`src/rtl/jk_bank_sequencer.sv`:
```
// jk_bank_sequencer
// Command-driven controller for a bank of WIDTH JK flip-flops that share clk.
// A host issues HOLD / CLEAR / LOAD / COUNT over a valid/ready handshake; the
// controller drives per-bit J/K vectors and observes the bank's Q on q_in.
// J/K are combinational from registered state and q_in so the bank reacts on
// the same edge that advances the controller, and they are gated by rst_n so
// the bank holds its contents while the controller is being reset.

module jk_bank_sequencer #(
    parameter int WIDTH = 4,
    parameter int CNT_W = 8
) (
    input  logic             clk,
    input  logic             rst_n,
    input  logic             cmd_valid,
    output logic             cmd_ready,
    input  logic [1:0]       cmd_op,
    input  logic [WIDTH-1:0] cmd_data,
    input  logic [CNT_W-1:0] cmd_steps,
    input  logic             cmd_dir,
    input  logic [WIDTH-1:0] q_in,
    output logic [WIDTH-1:0] j_out,
    output logic [WIDTH-1:0] k_out,
    output logic             busy,
    output logic             done,
    output logic [CNT_W-1:0] steps_left
);

    localparam logic [1:0] OP_HOLD  = 2'b00;
    localparam logic [1:0] OP_CLEAR = 2'b01;
    localparam logic [1:0] OP_LOAD  = 2'b10;
    localparam logic [1:0] OP_COUNT = 2'b11;

    typedef enum logic [1:0] {
        ST_IDLE  = 2'b00,
        ST_EXEC  = 2'b01,
        ST_COUNT = 2'b10
    } state_t;

    state_t           state;
    logic [1:0]       op;
    logic [WIDTH-1:0] data;
    logic             dir;
    logic [WIDTH-1:0] tmask;

    // Toggle mask of a synchronous binary counter built from JK stages:
    // bit i toggles when every lower bit is 1 (counting up) or 0 (counting
    // down). Bit 0 always toggles, which also gives natural wrap-around.
    function automatic logic [WIDTH-1:0] toggle_mask(input logic [WIDTH-1:0] q,
                                                     input logic             up);
        logic [WIDTH-1:0] m;
        logic             carry;
        m     = '0;
        carry = 1'b1;
        for (int i = 0; i < WIDTH; i++) begin
            m[i]  = carry;
            carry = carry & (up ? q[i] : ~q[i]);
        end
        return m;
    endfunction

    assign tmask     = toggle_mask(q_in, dir);
    assign cmd_ready = rst_n && (state == ST_IDLE);
    assign busy      = (state != ST_IDLE);

    // Drive the bank: J/K follow the current state, forced to hold during reset.
    always_comb begin
        j_out = '0;
        k_out = '0;
        if (rst_n) begin
            case (state)
                ST_EXEC: begin
                    if (op == OP_CLEAR) begin
                        j_out = '0;
                        k_out = '1;
                    end else if (op == OP_LOAD) begin
                        j_out = data;
                        k_out = ~data;
                    end
                end
                ST_COUNT: begin
                    j_out = tmask;
                    k_out = tmask;
                end
                default: begin
                    j_out = '0;
                    k_out = '0;
                end
            endcase
        end
    end

    // Command FSM: accept in IDLE, one EXEC cycle for CLEAR/LOAD, N cycles of COUNT.
    always_ff @(posedge clk) begin
        if (!rst_n) begin
            state      <= ST_IDLE;
            done       <= 1'b0;
            steps_left <= '0;
            op         <= OP_HOLD;
            data       <= '0;
            dir        <= 1'b0;
        end else begin
            done <= 1'b0;
            case (state)
                ST_IDLE: begin
                    if (cmd_valid) begin
                        op         <= cmd_op;
                        data       <= cmd_data;
                        dir        <= cmd_dir;
                        steps_left <= cmd_steps;
                        case (cmd_op)
                            OP_HOLD: begin
                                done <= 1'b1;
                            end
                            OP_CLEAR, OP_LOAD: begin
                                state <= ST_EXEC;
                            end
                            OP_COUNT: begin
                                if (cmd_steps == '0) begin
                                    done <= 1'b1;
                                end else begin
                                    state <= ST_COUNT;
                                end
                            end
                            default: begin
                                state <= ST_IDLE;
                            end
                        endcase
                    end
                end
                ST_EXEC: begin
                    state <= ST_IDLE;
                    done  <= 1'b1;
                end
                ST_COUNT: begin
                    steps_left <= steps_left - CNT_W'(1);
                    if (steps_left == CNT_W'(1)) begin
                        state <= ST_IDLE;
                        done  <= 1'b1;
                    end
                end
                default: begin
                    state <= ST_IDLE;
                end
            endcase
        end
    end

endmodule

```
`config.mk`:
```
export PLATFORM = sky130hd
export DESIGN_NAME = jk_bank_sequencer
export DESIGN_NICKNAME = d
export VERILOG_FILES = /design/src/rtl/jk_bank_sequencer.sv
export SDC_FILE = /design/constraint.sdc
export NUM_CORES = 1
export LEC_CHECK = 0
export BUFFER_PORTS_ARGS = -buffer_cell sky130_fd_sc_hd__buf_2
export CAP_MARGIN = 20
export CORE_ASPECT_RATIO = 0.9
export CORE_MARGIN = 2
export CORE_UTILIZATION = 53
export CTS_CLUSTER_SIZE = 16
export DETAILED_ROUTE_END_ITERATION = 8
export PLACE_DENSITY = 0.85
export SYNTH_ARGS = -nofsm -noshare
export SYNTH_HDL_FRONTEND = slang
export SYNTH_SLANG_ARGS = --single-unit
```
`constraint.sdc`:
```
create_clock -name clk -period 4.1 [get_ports clk]
set_input_delay 1.23 -clock clk [delete_from_list [all_inputs] [get_ports clk]]
set_output_delay 1.23 -clock clk [all_outputs]
set_load 0.01 [all_outputs]
```
# [Word-level counts from Yosys, hierarchy flattened]
# Cells that the tools add are included.
[classes] add_sub_neg=1 eq_ne=12 n_mux=23 n_bitwise=6 n_reduce_logical=10
[op_table] cell="2-to-1 mux 4 bit" n=6
[op_table] cell="one-hot mux 4 bit (2 select lines)" n=2
[op_table] cell="one-hot mux 8 bit (2 select lines)" n=1
[op_table] cell="equality test 2 bit, second input constant" n=4
[op_table] cell="equality test 8 x 1 -> 1 bit, second input constant" n=1
[op_table] cell="zero test 8 bit" n=1
[op_table] cell="2-to-1 mux 8 bit" n=1
[op_table] cell="one-hot mux 2 bit (2 select lines)" n=2
[op_table] cell="subtractor 8 x 1 -> 8 bit, second input constant" n=1
[op_table] cell="equality test 2 x 1 -> 1 bit, second input constant" n=3
[op_table] cell="2-to-1 mux 1 bit" n=6
[op_table] cell="2-to-1 mux 2 bit" n=3
[op_table] cell="zero test 2 bit" n=2
[op_table] cell="!= test 2 bit, second input constant" n=2
[op_table] cell="inverter 4 bit" n=1
[op_table] cell="AND reduction 2 bit" n=2
[op_table] cell="AND reduction 4 bit" n=1
[op_table] cell="nonzero test 2 bit" n=2
[op_table] cell="!= test 3 x 1 -> 1 bit, second input constant" n=1
[op_table] cell="!= test 3 bit, second input constant" n=1
[op_table] cell="inverter 1 bit" n=3
[op_table] cell="one-hot mux 1 bit (3 select lines)" n=1
[op_table] cell="bitwise AND 1 bit" n=2
[op_table] cell="one-hot mux 1 bit (2 select lines)" n=1
[op_table] cell="other kinds (2)" n=2
[totals] regBits=18 inputBits=22 output_inout_bits=19

# [Depth between registers and ports, before layout]
# Gate-level depths: netlist (run 1).
[depth] word_depth=6 mapped_depth=8 mapped_depth_nobuf=6

# [Worst setup path after synthesis (run 1)]
# No wires, ideal clock.
[synth_path] path_kind="in2out" start="in q_in[0]" end="out j_out[3]" t_arrival_ns=1.864 required_time_ns=2.870 slack_ns=1.006 cell_stages=4 cell_sequence="xnor2_1 > and2_1 > o21ai_0 > a21oi_1"
[synth_between] elab_chain_len=6
[synth_rtl] element="start, declared" line="21" source="input logic [WIDTH-1:0] q_in,"
[synth_rtl] element="inverter 1 bit" line="57" source="carry = carry & (up ? q[i] : ~q[i]);"
[synth_rtl] element="2-to-1 mux 1 bit *" line="57"
[synth_rtl] element="bitwise AND 1 bit * (2 in a row)" line="57"
[synth_rtl] element="one-hot mux 4 bit (2 select lines) *" line="71" source="case (state)"
[synth_rtl] element="2-to-1 mux 4 bit *" line="70" source="if (rst_n) begin"
[synth_rtl] element="end, declared" line="22" source="output logic [WIDTH-1:0] j_out,"
# Mark *: on every way between the ends. The rest lies on a longest branch, timed or not.

# [Final worst setup path (run 1)]
# Ends and elaborated chain as after synthesis.

==> impl_metrics.json, run 1 <==
{
  "cts_setup_buffers": 0,
  "slowest_delay_ns": 0.20,
  "maxCapViolCount": 0,
  "critPathRequiredTime_ns": 2.87,
  "outcome": "completed",
  "min-delay-path-class": "register to register",
  "ys_seq_area_share_pct": 30.35,
  "grt_max_degree": 20,
  "critPathSlowestCell": "and2_1",
  "maxSlewHeadroom_pct": 45.84,
  "cts_num_sinks": 18,
  "wl_per_cell_um": 14.43,
  "slew_viol_final": 0,
  "fin_nets": 231,
  "drc_errors": 0,
  "cts-root-buf": "clkbuf_4",
  "cp_num_buf_inv": 2,
  "cp-start-kind": "input port",
  "worst-path-max-fanout": 3,
  "async_flop_share_pct": 0,
  "syn-instance-count": 162,
  "tightestPinTransition_ns": 0.8107,
  "p_comb_share_pct": 40.5,
  "grtUsageMet3_pct": 7.669,
  "ff2ff_setup_slack_ns": 1.32,
  "synth_area_um2": 1187,
  "synth-edff-count": 0,
  "path_clk_slew_ns": 0.10,
  "start_util_pct": 55.43,
  "grt-ovfl-total": 0,
  "layout-drive-gt1-share_pct": 24.12,
  "core_area_um2": 2142,
  "ys_ff_latch": 18,
  "critPathCaptureType": "output port",
  "ant_nets": 0,
  "fp.dieW_um": 53.89,
  "final_area_um2": 1424,
  "vias": 1336,
  "post-dp-hpwl_um": 2373,
  "ctsResizeCount": 0,
  "p_int_uw": 317.6,
  "drt-total-wl_um": 3262,
  "die_h_um": 48.91,
  "antenna_cells": 0,
  "gp_congestion": 0.9034,
  "cp_cell_sequence": "buf_2, xnor2_1, and2_1, o21ai_0, a21oi_1, buf_2",
  "fin_setup_tns_ns": 0,
  "mostFrequentLayoutCell": "buf_2",
  "skew_ns": 0.004497,
  "area_growth_pct": 19.92,
  "dr.pass1.iters": 5,
  "peakVddDrop_mv": 0.2534,
  "rsz0062_at_grt": "no",
  "setup_viol": 0,
  "period_share_pct": 81.83,
  "power_switching_uw": 208.6,
  "cpLargestDelayFamily": "compound AO/OA/AOI/OAI gates",
  "rows": 16,
  "syn_area_per_cell_um2": 7.330,
  "grt_util_met2_pct": 41.26,
  "ys_types": 35,
  "synthesis.nets": 192,
  "clk_latency_ns": 0.30,
  "worst-setup-path-type": "input port to output port",
  "cts_tree": "built",
  "final_cell_mix": "buf_2, a21oi_1, nand2_1, nor2_1, dfxtp_1",
  "synth-main-ff-cell": "dfxtp_1",
  "p_leak_nw": 0.6364,
  "viasPerCell": 5.912,
  "die_area_um2": 2635,
  "portBuffers": 39,
  "cpMostUsedCell": "buf_2",
  "antenna_found_initial": 0,
  "whs_ns": 0.4821,
  "fmax_ghz": 0.2981,
  "period_needed_ns": 3.355,
  "fillCellCount": 198,
  "grt_pass1_wl_um": 5561,
  "cts_made_buffers": 3,
  "grt.busiest_layer": "met2",
  "first_global_vias": 1275,
  "htreeDepth": 1,
  "pwr-share-seq_pct": 42.4,
  "clock_path_buffers": 2,
  "dpl_cell_area_um2": 1401,
  "drt_iter0_drc": 49,
  "met1_usage_pct": 37.81,
  "worstPathArrival_ns": 2.12,
  "clock_power_share_pct": 17.1,
  "postCtsHoldBufs": 0,
  "p_sw_share_pct": 39.64,
  "cellPowerDensity_nw_per_um2": 369.6,
  "hold_viol": 0,
  "synth_warnings": 0,
  "io_pins": 41,
  "grt_use_total_pct": 27.74
}
worst reg2reg max path, stage by stage (launching register included):
cell	delay (ns)
dfxtp_1	0.35
inv_1	0.09
ha_1	0.59
inv_1	0.41
o21ai_0	0.68
o21ai_0	0.22
a221oi_1	0.35
cells in the mapped netlist, types with 3 or more instances:
library cell	number	area (um2)
nand2_1	19	71.32
o21a_1	3	22.52
nor2b_1	3	18.77
dfxtp_1	18	360.4
nand3_1	8	40.04
inv_1	9	33.78
a21oi_1	22	110.1
o21ai_0	13	65.06
ha_1	8	100.1
clkbuf_1	5	18.77
nor3_1	6	30.03
nor2_1	19	71.32
state kept, by name, indices dropped and copies added (netlist names):
signal,flops
steps_left,8
data,4
op,2
state,2
dir,1
done,1
kinds of logic after synthesis:
logic type	synth area share, %
and+or+nand+nor	26.13
adders and majority gates	8.430
AOI/OAI and AO/OA	28.56
xor gates and xnor gates	1.476
buffers and inverters	5.057
DFF	30.35
through the flow:
stage,std cells,setup WS [ns],utilization (%),total power [mW]
after global placement,223,0.8017,65.42,0.4256
after global routing,226,0.6319,66.47,0.5648
after floorplan,162,1.006,-,0.3683
after detailed placement,223,0.7671,65.42,0.4351
after CTS,226,0.7528,66.47,0.5241
final,226,0.7451,66.47,0.5263
cell type report:
| class | instances | area (um2) | area share, % |
|---|---|---|---|
| tap | 27 | 33.78 | 2.373 |
| timing repair buffer | 40 | 202.7 | 14.24 |
| sequential | 18 | 360.3 | 25.31 |
| clock buffer | 3 | 22.52 | 1.582 |
| inverter | 10 | 37.54 | 2.636 |
| multi-input combinational | 128 | 767.0 | 53.87 |
power by group through the flow:
stage | Combinational (mW) | Clock (mW) | Sequential [mW]
finish | 0.213 | 0.0900 | 0.223
global route | 0.240 | 0.0978 | 0.227
CTS | 0.210 | 0.0921 | 0.222
detailed placement | 0.209 | 0 | 0.226
global placement | 0.201 | 0 | 0.225
floorplan | 0.140 | 0 | 0.228
metal layers:
metal | part of all wire (%) | vias up | wire (um)
met3 | 6.8 | 6 | 222
met2 | 49 | 54 | 1601
met1 | 43 | 623 | 1402
met4 | 1.1 | 0 | 36
li1 | - | 653 | -
met5 | 0 | - | 0
final timing paths:
kind / startpoint / end / cells past startpoint
setup / recovery: q_in[0] / j_out[3] / 6
setup reg to reg: state[0]$_SDFFE_PN0P_ / steps_left[0]$_SDFFE_PN0P_ / 6
hold / removal: data[0]$_SDFFE_PN0P_ / data[0]$_SDFFE_PN0P_ / 2
hold reg to reg: data[0]$_SDFFE_PN0P_ / data[0]$_SDFFE_PN0P_ / 2
(Power assumes the default switching activity.)
==> run 2, diff against run 1 <==
- CORE_UTILIZATION: 53 -> 49
- PLACE_DENSITY: 0.85 -> 0.79
- clock period: 4.1 -> 3.1 ns (I/O delays scaled with it)
==> impl_metrics.json, run 2 (synthesized netlist as in run 1, its figures left out) <==
{
  "ant_nets": 0,
  "die_area_um2": 2834,
  "grt_use_total_pct": 22.61,
  "mostFrequentLayoutCell": "buf_2",
  "power_switching_uw": 283.0,
  "cts_setup_buffers": 0,
  "clock_power_share_pct": 21.4,
  "p_comb_share_pct": 38.5,
  "fin_util_pct": 65.12,
  "final_area_um2": 1460,
  "outcome": "completed",
  "rsz0062_at_grt": "no",
  "setup_viol": 0,
  "critPathRequiredTime_ns": 2.17,
  "dr.pass1.iters": 4,
  "path_clk_slew_ns": 0.11,
  "wl_per_cell_um": 13.41,
  "gp_congestion": 0.8661,
  "top_register": "steps_left",
  "place_inst": 226,
  "fin_cells": 230,
  "largest_reg_flops": 8,
  "worst-setup-path-type": "input port to output port",
  "p_int_uw": 452.1,
  "io_pins": 41,
  "layout-drive-gt1-share_pct": 25.62,
  "maxSlewHeadroom_pct": 54.19,
  "cts_num_sinks": 18,
  "fmax_ghz": 0.3617,
  "maxCapViolCount": 0,
  "min_from": "data[3]$_SDFFE_PN0P_",
  "grt_pass1_wl_um": 5175,
  "drc_errors": 0,
  "holdPathStages": 2,
  "area_growth_pct": 22.97,
  "final_cell_mix": "buf_2, a21oi_1, nand2_1, nor2_1, dfxtp_1",
  "period_needed_ns": 2.765,
  "multiInputGateArea_um2": 767.0,
  "antenna_found_initial": 0,
  "hold_viol": 0,
  "dpl_cell_area_um2": 1424,
  "fillCellCount": 199,
  "antenna_cells": 0,
  "seq_area_um2": 360.3,
  "vias": 1305,
  "viasPerCell": 5.674,
  "whs_ns": 0.4931,
  "grt-ovfl-total": 0,
  "cts_made_buffers": 3,
  "core_area_um2": 2242,
  "r2r_start": "state[0]$_SDFFE_PN0P_",
  "p_total_uw": 735.0,
  "pre_cts_ws_ns": 0.3576,
  "skew_ns": 0.01255,
  "worstRegToRegCells": 6,
  "postCtsHoldBufs": 0,
  "clk_latency_ns": 0.32,
  "holdPathEnd": "data[3]$_SDFFE_PN0P_",
  "cellPowerDensity_nw_per_um2": 503.4,
  "tightestPinTransition_ns": 0.6800,
  "cts-root-buf": "clkbuf_4",
  "cp-start-kind": "input port",
  "worstPathArrival_ns": 1.83,
  "period_share_pct": 89.18,
  "rows": 16,
  "grt_max_degree": 17,
  "die_h_um": 50.70,
  "fin_setup_tns_ns": 0,
  "drt-total-wl_um": 3084,
  "worst_slack_ns": 0.3355,
  "p_leak_nw": 0.6579,
  "pwr-share-seq_pct": 40.1,
  "start_util_pct": 52.96,
  "post-dp-hpwl_um": 2389,
  "p_sw_share_pct": 38.50,
  "peakVddDrop_mv": 0.4322,
  "clock_path_buffers": 2,
  "critPathCaptureType": "output port",
  "htreeDepth": 1,
  "portBuffers": 39,
  "worst-path-max-fanout": 3,
  "slew_viol_final": 0,
  "cts_tree": "built",
  "first_global_vias": 1208,
  "min-delay-path-class": "register to register",
  "drt_iter0_drc": 35,
  "fin_nets": 234,
  "reg2reg_to": "steps_left[0]$_SDFFE_PN0P_",
  "fp.dieW_um": 55.89,
  "ff2ff_setup_slack_ns": 0.93,
  "ctsResizeCount": 0,
  "reg_top3": "steps_left (8), data (4)"
}
[run 2: worst max path at each step]
stage | cells past startpoint | slack [ns] | end | startpoint
2_1_floorplan | 4 | 0.61 | j_out[3] | q_in[0]
3_3_place_gp | 6 | 0.41 | k_out[3] | q_in[0]
3_5_place_dp | 6 | 0.36 | j_out[3] | q_in[0]
4_1_cts | 6 | 0.34 | j_out[3] | q_in[0]
5_1_grt | 6 | 0.20 | j_out[3] | q_in[0]
6_report | 6 | 0.34 | k_out[3] | q_in[0]
[run 2: routing by layer]
layer  global-route usage, %  vias to the layer above  part of all wire, %
li1                        -                      669                    -
met1                   28.68                      600                   48
met2                   37.90                       30                   45
met3                   5.412                        6                  5.3
met4                   7.540                        0                  1.7
met5                       0                        -                    0
[run 2: cell type report]
type	instances	area share, %
timing repair buffer	43	15.42
multi-input combinational	128	52.53
tap	27	2.314
clock buffer	4	2.485
sequential	18	24.68
inverter	10	2.571
[run 2: power groups by stage]
stage | Clock [mW] | Sequential, mW | Combinational, mW
2_1_floorplan | 0 | 0.302 | 0.186
3_3_place_gp | 0 | 0.298 | 0.271
3_5_place_dp | 0 | 0.300 | 0.280
4_1_cts | 0.159 | 0.294 | 0.282
5_1_grt | 0.167 | 0.299 | 0.316
6_report | 0.157 | 0.295 | 0.283
[run 2: worst max-delay path, stage by stage]
cell and delay (ns):
buf_2 0.10, xnor2_1 0.18, and2_1 0.21, o21ai_0 0.13, a21oi_1 0.14, buf_2 0.15
